File: src/rtl/voice_mixer.sv
// Voice mixer: snapshots NUM_VOICES signed samples on a sample_clk edge, runs a
// serial gain MAC (one voice per cycle), applies master volume and saturates.
module voice_mixer #(
  parameter int NUM_VOICES = 4,
  parameter int DATA_BITS  = 12,
  parameter int GAIN_BITS  = 4,
  parameter int SHIFT      = 8
) (
  input  logic                            main_clk,
  input  logic                            rst,
  input  logic                            sample_clk,
  input  logic [NUM_VOICES*DATA_BITS-1:0] voice_in,
  input  logic [NUM_VOICES*GAIN_BITS-1:0] voice_gain,
  input  logic [GAIN_BITS-1:0]            master_vol,
  output logic signed [DATA_BITS-1:0]     dout,
  output logic                            dout_valid,
  output logic                            clipped,
  output logic                            busy,
  output logic                            overrun
);

  localparam int ACC_W  = DATA_BITS + GAIN_BITS + $clog2(NUM_VOICES) + 1;
  localparam int PROD_W = ACC_W + GAIN_BITS;
  localparam int IDX_W  = (NUM_VOICES > 1) ? $clog2(NUM_VOICES) : 1;
  localparam logic [IDX_W-1:0] LAST_IDX = IDX_W'(NUM_VOICES - 1);
  localparam logic signed [PROD_W-1:0] SAT_MAX = PROD_W'((2 ** (DATA_BITS - 1)) - 1);
  localparam logic signed [PROD_W-1:0] SAT_MIN = ~SAT_MAX;

  typedef enum logic [1:0] {IDLE, ACCUM, SCALE, OUTPUT} state_t;

  typedef struct packed {
    logic [NUM_VOICES-1:0][DATA_BITS-1:0] v;
    logic [NUM_VOICES-1:0][GAIN_BITS-1:0] g;
    logic [GAIN_BITS-1:0]                 m;
  } snap_t;

  state_t                     state_q, state_d;
  snap_t                      snap_q, snap_d;
  logic signed [ACC_W-1:0]    acc_q, acc_d;
  logic [IDX_W-1:0]           idx_q, idx_d;
  logic signed [DATA_BITS-1:0] sat_q, sat_d;
  logic                       sat_flag_q, sat_flag_d;
  logic signed [DATA_BITS-1:0] dout_q, dout_d;
  logic                       dout_valid_q, dout_valid_d;
  logic                       clipped_q, clipped_d;
  logic                       busy_q, busy_d;
  logic                       overrun_q, overrun_d;
  logic                       sclk_q, sclk_d;

  logic                        trigger;
  logic signed [DATA_BITS-1:0] v_sel;
  logic signed [ACC_W-1:0]     v_ext, g_ext, term;
  logic signed [PROD_W-1:0]    acc_ext, mvol_ext, prod;

  // MAC and scale datapath; all operands widened first so nothing can overflow
  always_comb begin
    v_sel    = snap_q.v[idx_q];
    v_ext    = ACC_W'(v_sel);
    g_ext    = ACC_W'({1'b0, snap_q.g[idx_q]});
    term     = v_ext * g_ext;
    acc_ext  = PROD_W'(acc_q);
    mvol_ext = PROD_W'({1'b0, snap_q.m});
    prod     = (acc_ext * mvol_ext) >>> SHIFT;
  end

  always_comb begin
    trigger      = sample_clk & ~sclk_q;
    sclk_d       = sample_clk;
    state_d      = state_q;
    snap_d       = snap_q;
    acc_d        = acc_q;
    idx_d        = idx_q;
    sat_d        = sat_q;
    sat_flag_d   = sat_flag_q;
    dout_d       = dout_q;
    dout_valid_d = 1'b0;
    clipped_d    = clipped_q;
    overrun_d    = overrun_q;

    case (state_q)
      IDLE: begin
        if (trigger) begin
          snap_d.v = voice_in;
          snap_d.g = voice_gain;
          snap_d.m = master_vol;
          acc_d    = '0;
          idx_d    = '0;
          state_d  = ACCUM;
        end
      end
      ACCUM: begin
        acc_d = acc_q + term;
        idx_d = idx_q + IDX_W'(1);
        if (idx_q == LAST_IDX) state_d = SCALE;
      end
      SCALE: begin
        if (prod > SAT_MAX) begin
          sat_d      = DATA_BITS'(SAT_MAX);
          sat_flag_d = 1'b1;
        end else if (prod < SAT_MIN) begin
          sat_d      = DATA_BITS'(SAT_MIN);
          sat_flag_d = 1'b1;
        end else begin
          sat_d      = DATA_BITS'(prod);
          sat_flag_d = 1'b0;
        end
        state_d = OUTPUT;
      end
      OUTPUT: begin
        dout_d       = sat_q;
        clipped_d    = sat_flag_q;
        dout_valid_d = 1'b1;
        state_d      = IDLE;
      end
      default: state_d = IDLE;
    endcase

    // A trigger that lands mid-mix is dropped; only the sticky flag records it
    if (trigger && (state_q != IDLE)) overrun_d = 1'b1;
    busy_d = (state_d != IDLE);
  end

  always_ff @(posedge main_clk or posedge rst) begin
    if (rst) begin
      state_q      <= IDLE;
      snap_q       <= '0;
      acc_q        <= '0;
      idx_q        <= '0;
      sat_q        <= '0;
      sat_flag_q   <= 1'b0;
      dout_q       <= '0;
      dout_valid_q <= 1'b0;
      clipped_q    <= 1'b0;
      busy_q       <= 1'b0;
      overrun_q    <= 1'b0;
      sclk_q       <= 1'b0;
    end else begin
      state_q      <= state_d;
      snap_q       <= snap_d;
      acc_q        <= acc_d;
      idx_q        <= idx_d;
      sat_q        <= sat_d;
      sat_flag_q   <= sat_flag_d;
      dout_q       <= dout_d;
      dout_valid_q <= dout_valid_d;
      clipped_q    <= clipped_d;
      busy_q       <= busy_d;
      overrun_q    <= overrun_d;
      sclk_q       <= sclk_d;
    end
  end

  assign dout       = dout_q;
  assign dout_valid = dout_valid_q;
  assign clipped    = clipped_q;
  assign busy       = busy_q;
  assign overrun    = overrun_q;

endmodule

File: config.mk
export PLATFORM = sky130hd
export DESIGN_NAME = voice_mixer
export DESIGN_NICKNAME = d
export VERILOG_FILES = /design/src/rtl/voice_mixer.sv
export SDC_FILE = /design/constraint.sdc
export NUM_CORES = 1
export LEC_CHECK = 0
export ABC_AREA = 0
export BUFFER_PORTS_ARGS = -buffer_cell sky130_fd_sc_hd__buf_2
export CORE_ASPECT_RATIO = 1.1
export CORE_MARGIN = 2
export CORE_UTILIZATION = 44
export CTS_CLUSTER_DIAMETER = 100
export DETAILED_ROUTE_END_ITERATION = 10
export PLACE_DENSITY = 0.66
export SYNTH_ARGS = -nofsm -noshare
export SYNTH_HDL_FRONTEND = slang
export SYNTH_SLANG_ARGS = --single-unit
File: constraint.sdc
create_clock -name main_clk -period 6.9 [get_ports main_clk]
set_clock_uncertainty 0.2 [all_clocks]
set_input_delay 1.38 -clock main_clk [delete_from_list [all_inputs] [get_ports main_clk]]
set_output_delay 1.38 -clock main_clk [all_outputs]
set_load 0.01 [all_outputs]
==> results.toml, run 1 <==
[critical_path]
crit_chain = "buf_4 -> mux4_2 -> and2_1 -> fa_1 -> ha_1 -> inv_1 -> fa_1 -> inv_1 -> ha_1 -> a21o_1 -> a21o_1 -> a2111oi_0 -> o21ai_0 -> a31oi_1 -> nand2b_1 -> a21oi_1 -> xor2_1 -> o22ai_1"
start_kind = "flop"
critPathKind = "flop to flop"
cpMaxStageDelayCell = "a2111oi_0"
crit_path_end_kind = "flop"
critical_path_required_ns = 6.94
path_delay_family = "compound AO/OA/AOI/OAI gates"
crit_path_max_fanout = 11
cp.arrival_ns = 5.94
max_stage_delay_ns = 0.61
cp_num_buf_inv = 3

[finish]
num_antenna_cells = 0
syn_to_final_growth_pct = 12.48
final_cell_mix = "dfrtp_1 (121), inv_1 (105), and2_1 (103)"
final_common_cell = "dfrtp_1"
final_nets = 1230
drive_above_1_share_pct = 22.87

[cts]
cts_sinks = 121
clock-root-buffer = "clkbuf_16"
holdBufCountCts = 0
cts_setup_buffers = 0
cts_tree = "built"
clkTransAtPathRegs_ns = 0.06
cts_resized = 0
clk_path_buf_depth = 2
cts_buffers = 17
insertion_delay_ns = 0.42
h-tree-depth = 4

[sta]
setup_tns_ns = 0
grt_setup_unrepaired = "no"
slew_violations = 0
fin_crit_ns = 5.894
relSlewSlack_pct = 22.77
worstMarginPinSlew_ns = 1.158
timing.fmax_mhz = 169.7
hold_violations = 0
period_share_pct = 85.42
setup_viol = 0

[yosys]
syn_area_mm2 = 0.009893
ys_seq_area_share_pct = 30.61
synth_area_per_cell_um2 = 10.67
synthDistinctLibCells = 56
synth_edf_count = 0
syn_inst = 927
synthFlopType = "dfrtp_1"
syn_nets = 1159
ys_async_sr_fraction_pct = 100.0
ys_seq_elements = 121
synth_warnings = 0

[route]
totalWireLength_um = 18760
wire_per_inst_um = 14.38
drtIter0Drc = 153
firstDrtPassIters = 4
drc = 0
ant_nets = 0
vias_per_cell = 5.090
vias = 6643

[floorplan]
core_mm2 = 0.02211
initial_core_util_pct = 44.75
die-area_mm2 = 0.02370
fp.dieW_um = 147.0
chipHeight_um = 161.3
ios = 87
rows = 57

[global_route]
busiest_layer = "met2"
grt_use_met3_pct = 3.051
grtUsageMet2_pct = 28.60
grt_pass1_vias = 7000
grt_start_max_net_pins = 83
grt_usage_pct = 17.05
antenna_found_initial = 0
grt_overflow_total = 0
grt_pass1_wl_um = 33220
met1_usage_pct = 22.97

[outcome]
status = "finished clean"

[placement]
dpl.hpwl_um = 14370
routabilityCongestion = 0.8045
io_buffers = 86

[hold_path]
hp-class = "flop to flop"

[run]
cap_violations = 0
worst reg2reg max path, stage by stage, from the launching register on:
cell and delay (ns):
dfrtp_1 0.59, buf_4 0.34, mux4_2 0.58, and2_1 0.19, fa_1 0.46, ha_1 0.29
inv_1 0.05, fa_1 0.59, inv_1 0.06, ha_1 0.28, a21o_1 0.18, a21o_1 0.21
a2111oi_0 0.61, o21ai_0 0.28, a31oi_1 0.29, nand2b_1 0.10, a21oi_1 0.18, xor2_1 0.16
o22ai_1 0.10
metal layers:
layer	vias up	part of all wire (%)
met2	119	48
met3	9	3.3
met1	3253	48
met4	0	0.53
li1	3262	-
met5	-	0
final cells by class:
cell class              count  area, µm²
clock inverters            14      126.4
fillers                  2000      10980
clock buffers              17      425.4
flip-flops and latches    121       3028
multi-input cells         661       6311
well taps                 295      369.1
repair buffers             91      467.9
inverters                 106      400.4
sequential cells by signal (all words and copies together), names as in the netlist:
| name | cells |
|---|---|
| mvol_ext | 4 |
| acc_q | 19 |
| dout | 12 |
| sclk_q | 1 |
| dout_valid | 1 |
| snap_q | 64 |
| overrun | 1 |
| sat_flag_q | 1 |
| busy | 1 |
| idx_q | 2 |
| clipped | 1 |
| sat_q | 12 |
| state_q | 2 |
cells in the mapped netlist (4+ instances only):
cell type,count,area [µm²]
nand2b_1,6,37.54
and2_1,103,644.4
clkbuf_1,33,123.9
fa_1,81,1622
xnor2_1,15,131.4
a21o_1,16,120.1
nand3_1,8,40.04
o22ai_1,10,62.56
nor2b_1,7,43.79
nor2_1,31,116.4
dfrtp_1,121,3028
o21a_1,4,30.03
a21oi_1,23,115.1
xor2_1,14,122.6
inv_1,106,397.9
and3_1,4,25.02
nor3_1,12,60.06
o21ai_0,21,105.1
nand2_1,69,259.0
mux2_2,82,923.4
a31oi_1,14,87.58
mux4_2,16,360.4
ha_1,80,1001
kinds of logic (layout without fill, tap and decap cells):
group                    count (synthesis)  count (layout)  synth area share, %
flip-flops                             121             121                30.61
adder cells (fa/ha/maj)                161             161                26.51
AND/OR/NAND/NOR                        250             250                13.19
buffers and inverters                  145             228                5.653
XOR/XNOR                                29              29                2.567
multiplexers                           100             100                13.18
AO/OA/AOI/OAI                          121             121                8.297
stage by stage:
stage	utilization [%]	setup slack [ns]	hold slack [ns]	instance area (µm²)	std cells
finish	50.33	1.006	0.2660	11130	1305
global route	50.33	0.5283	0.2931	11130	1305
CTS	50.33	0.9047	0.2723	11130	1305
detailed placement	47.84	0.9285	0.2583	10580	1274
global placement	47.84	1.055	0.2582	10580	1274
floorplan	-	1.082	0.2752	9893	927
path summary, 6_finish.rpt:
kind	cells after the start	start	slack [ns]	endpoint
min in group asynchronous	2	rst	0.88	snap_q[19]$_DFFE_PP0P_
hold reg to reg	1	overrun$_DFFE_PP0P_	0.27	overrun$_DFFE_PP0P_
setup reg to reg	18	idx_q[0]$_DFFE_PP0P_	1.01	acc_q[15]$_DFFE_PP0P_
max in group asynchronous	3	rst	4.33	sat_q[3]$_DFFE_PP0P_
hold / removal	1	overrun$_DFFE_PP0P_	0.27	overrun$_DFFE_PP0P_
setup / recovery	18	idx_q[0]$_DFFE_PP0P_	1.01	acc_q[15]$_DFFE_PP0P_
Power of run 1 is not shown: default switching activity piles up to over one toggle a cycle in this logic, so the estimate is an artifact.
==> run 2: changes to the inputs <==
--- a/config.mk
+++ b/config.mk
@@ -8,11 +8,13 @@
 export ABC_AREA = 0
 export BUFFER_PORTS_ARGS = -buffer_cell sky130_fd_sc_hd__buf_2
 export CORE_ASPECT_RATIO = 1.1
-export CORE_MARGIN = 2
+export CORE_MARGIN = 3
 export CORE_UTILIZATION = 44
+export CTS_BUF_LIST = sky130_fd_sc_hd__clkbuf_4 sky130_fd_sc_hd__clkbuf_8
 export CTS_CLUSTER_DIAMETER = 100
 export DETAILED_ROUTE_END_ITERATION = 10
 export PLACE_DENSITY = 0.66
+export SETUP_SLACK_MARGIN = 0.4
 export SYNTH_ARGS = -nofsm -noshare
 export SYNTH_HDL_FRONTEND = slang
 export SYNTH_SLANG_ARGS = --single-unit
==> results.toml, run 2 (synthesis gave the netlist of run 1 again) <==
[outcome]
status = "finished clean"

[floorplan]
initial_core_util_pct = 45.55
ios = 87
fp.dieW_um = 149.0
core_mm2 = 0.02172
rows = 56
die-area_mm2 = 0.02432
chipHeight_um = 163.3

[sta]
timing.fmax_mhz = 169.0
slew_violations = 0
period_share_pct = 85.75
relSlewSlack_pct = 24.68
setup_tns_ns = 0
hold_violations = 0
fin_ws_ns = 0.9830
grt_setup_unrepaired = "no"
worst_hold_slack_ns = 0.2833
setup_viol = 0
worstMarginPinSlew_ns = 1.128
fin_crit_ns = 5.917

[global_route]
grt_pass1_wl_um = 33220
grt_usage_pct = 16.64
grt_pass1_vias = 6898
antenna_found_initial = 0
grt_start_max_net_pins = 68
grt_overflow_total = 0

[critical_path]
critical_path_required_ns = 7.01
cpMaxStageDelayCell = "mux4_2"
crit_path_max_fanout = 12
cp_num_buf_inv = 3
critPathKind = "flop to flop"
cp.arrival_ns = 6.03
start_kind = "flop"
crit_chain = "buf_4 -> mux4_2 -> and2_1 -> ha_1 -> inv_1 -> fa_1 -> fa_1 -> inv_1 -> ha_1 -> nor2b_1 -> o31a_1 -> o211ai_1 -> a21oi_1 -> o31ai_1 -> o21ai_0 -> and4_1 -> o21ai_0 -> o211ai_1"
crit_path_end_kind = "flop"
max_stage_delay_ns = 0.66
r2r_slack_ns = 0.98
r2r_cells = 18
path_delay_family = "compound AO/OA/AOI/OAI gates"
cp.depth = 18

[finish]
finish.instance_area_mm2 = 0.01094
final_cell_mix = "dfrtp_1 (121), inv_1 (105), and2_1 (103)"
num_antenna_cells = 0
final_common_cell = "dfrtp_1"
final_nets = 1230
top_register = "snap_q"
top_regs = "snap_q: 64 flops, acc_q: 19 flops"
drive_above_1_share_pct = 22.97
largest_register_ff_count = 64
syn_to_final_growth_pct = 10.61

[route]
drtIter0Drc = 163
firstDrtPassIters = 4
vias = 6629
drc = 0
wire_per_inst_um = 14.37
ant_nets = 0
totalWireLength_um = 18680
vias_per_cell = 5.099

[cts]
h-tree-depth = 4
cts_buffers = 17
cts_sinks = 121
holdBufCountCts = 0
cts_resized = 0
clkTransAtPathRegs_ns = 0.08
cts_setup_buffers = 0
cts_tree = "built"
insertion_delay_ns = 0.45
clock-root-buffer = "clkbuf_8"
clk_path_buf_depth = 2

[hold_path]
whs_path_depth = 1
hp-class = "flop to flop"

[placement]
routabilityCongestion = 0.8496
dpl.hpwl_um = 14750
io_buffers = 86
placed_area_mm2 = 0.01057
place_ws_ns = 0.9356

[run]
cap_violations = 0
## run 2: path summary, 6_finish.rpt
check | from | to
worst max-delay path | idx_q[0]$_DFFE_PP0P_ | acc_q[18]$_DFFE_PP0P_
worst max register to register | idx_q[0]$_DFFE_PP0P_ | acc_q[18]$_DFFE_PP0P_
worst min register to register | overrun$_DFFE_PP0P_ | overrun$_DFFE_PP0P_
worst min-delay path | overrun$_DFFE_PP0P_ | overrun$_DFFE_PP0P_
min in group asynchronous | rst | snap_q[13]$_DFFE_PP0P_
max in group asynchronous | rst | dout[0]$_DFFE_PP0P_
## run 2: metal layers
| metal | wire [µm] | track usage, % |
|---|---|---|
| met2 | 8933 | 26.90 |
| met5 | 0 | 0 |
| met1 | 8917 | 23.14 |
| met3 | 714 | 2.997 |
| met4 | 116 | 4.661 |
## run 2: layout make-up
cell class	count	area, µm²
Multi-Input combinational cell	661	6314
Inverter	106	400.4
Sequential cell	121	3028
Clock buffer	18	247.7
Fill cell	2017	10780
Timing Repair Buffer	91	467.9
Tap cell	290	362.8
Clock inverter	13	122.6
## run 2: through the flow
stage	cells	util, %
after floorplan	927	-
after global placement	1269	48.68
after detailed placement	1269	48.68
after CTS	1300	50.38
after global routing	1300	50.38
final	1300	50.38
## run 2: worst reg2reg max path: stages (launching register included)
cell and delay [ns]:
dfrtp_1 0.60, buf_4 0.34, mux4_2 0.66, and2_1 0.20
ha_1 0.27, inv_1 0.05, fa_1 0.50, fa_1 0.55
inv_1 0.04, ha_1 0.31, nor2b_1 0.17, o31a_1 0.27
o211ai_1 0.22, a21oi_1 0.13, o31ai_1 0.46, o21ai_0 0.28
and4_1 0.25, o21ai_0 0.17, o211ai_1 0.11
Power of run 2 is left out for the same reason.
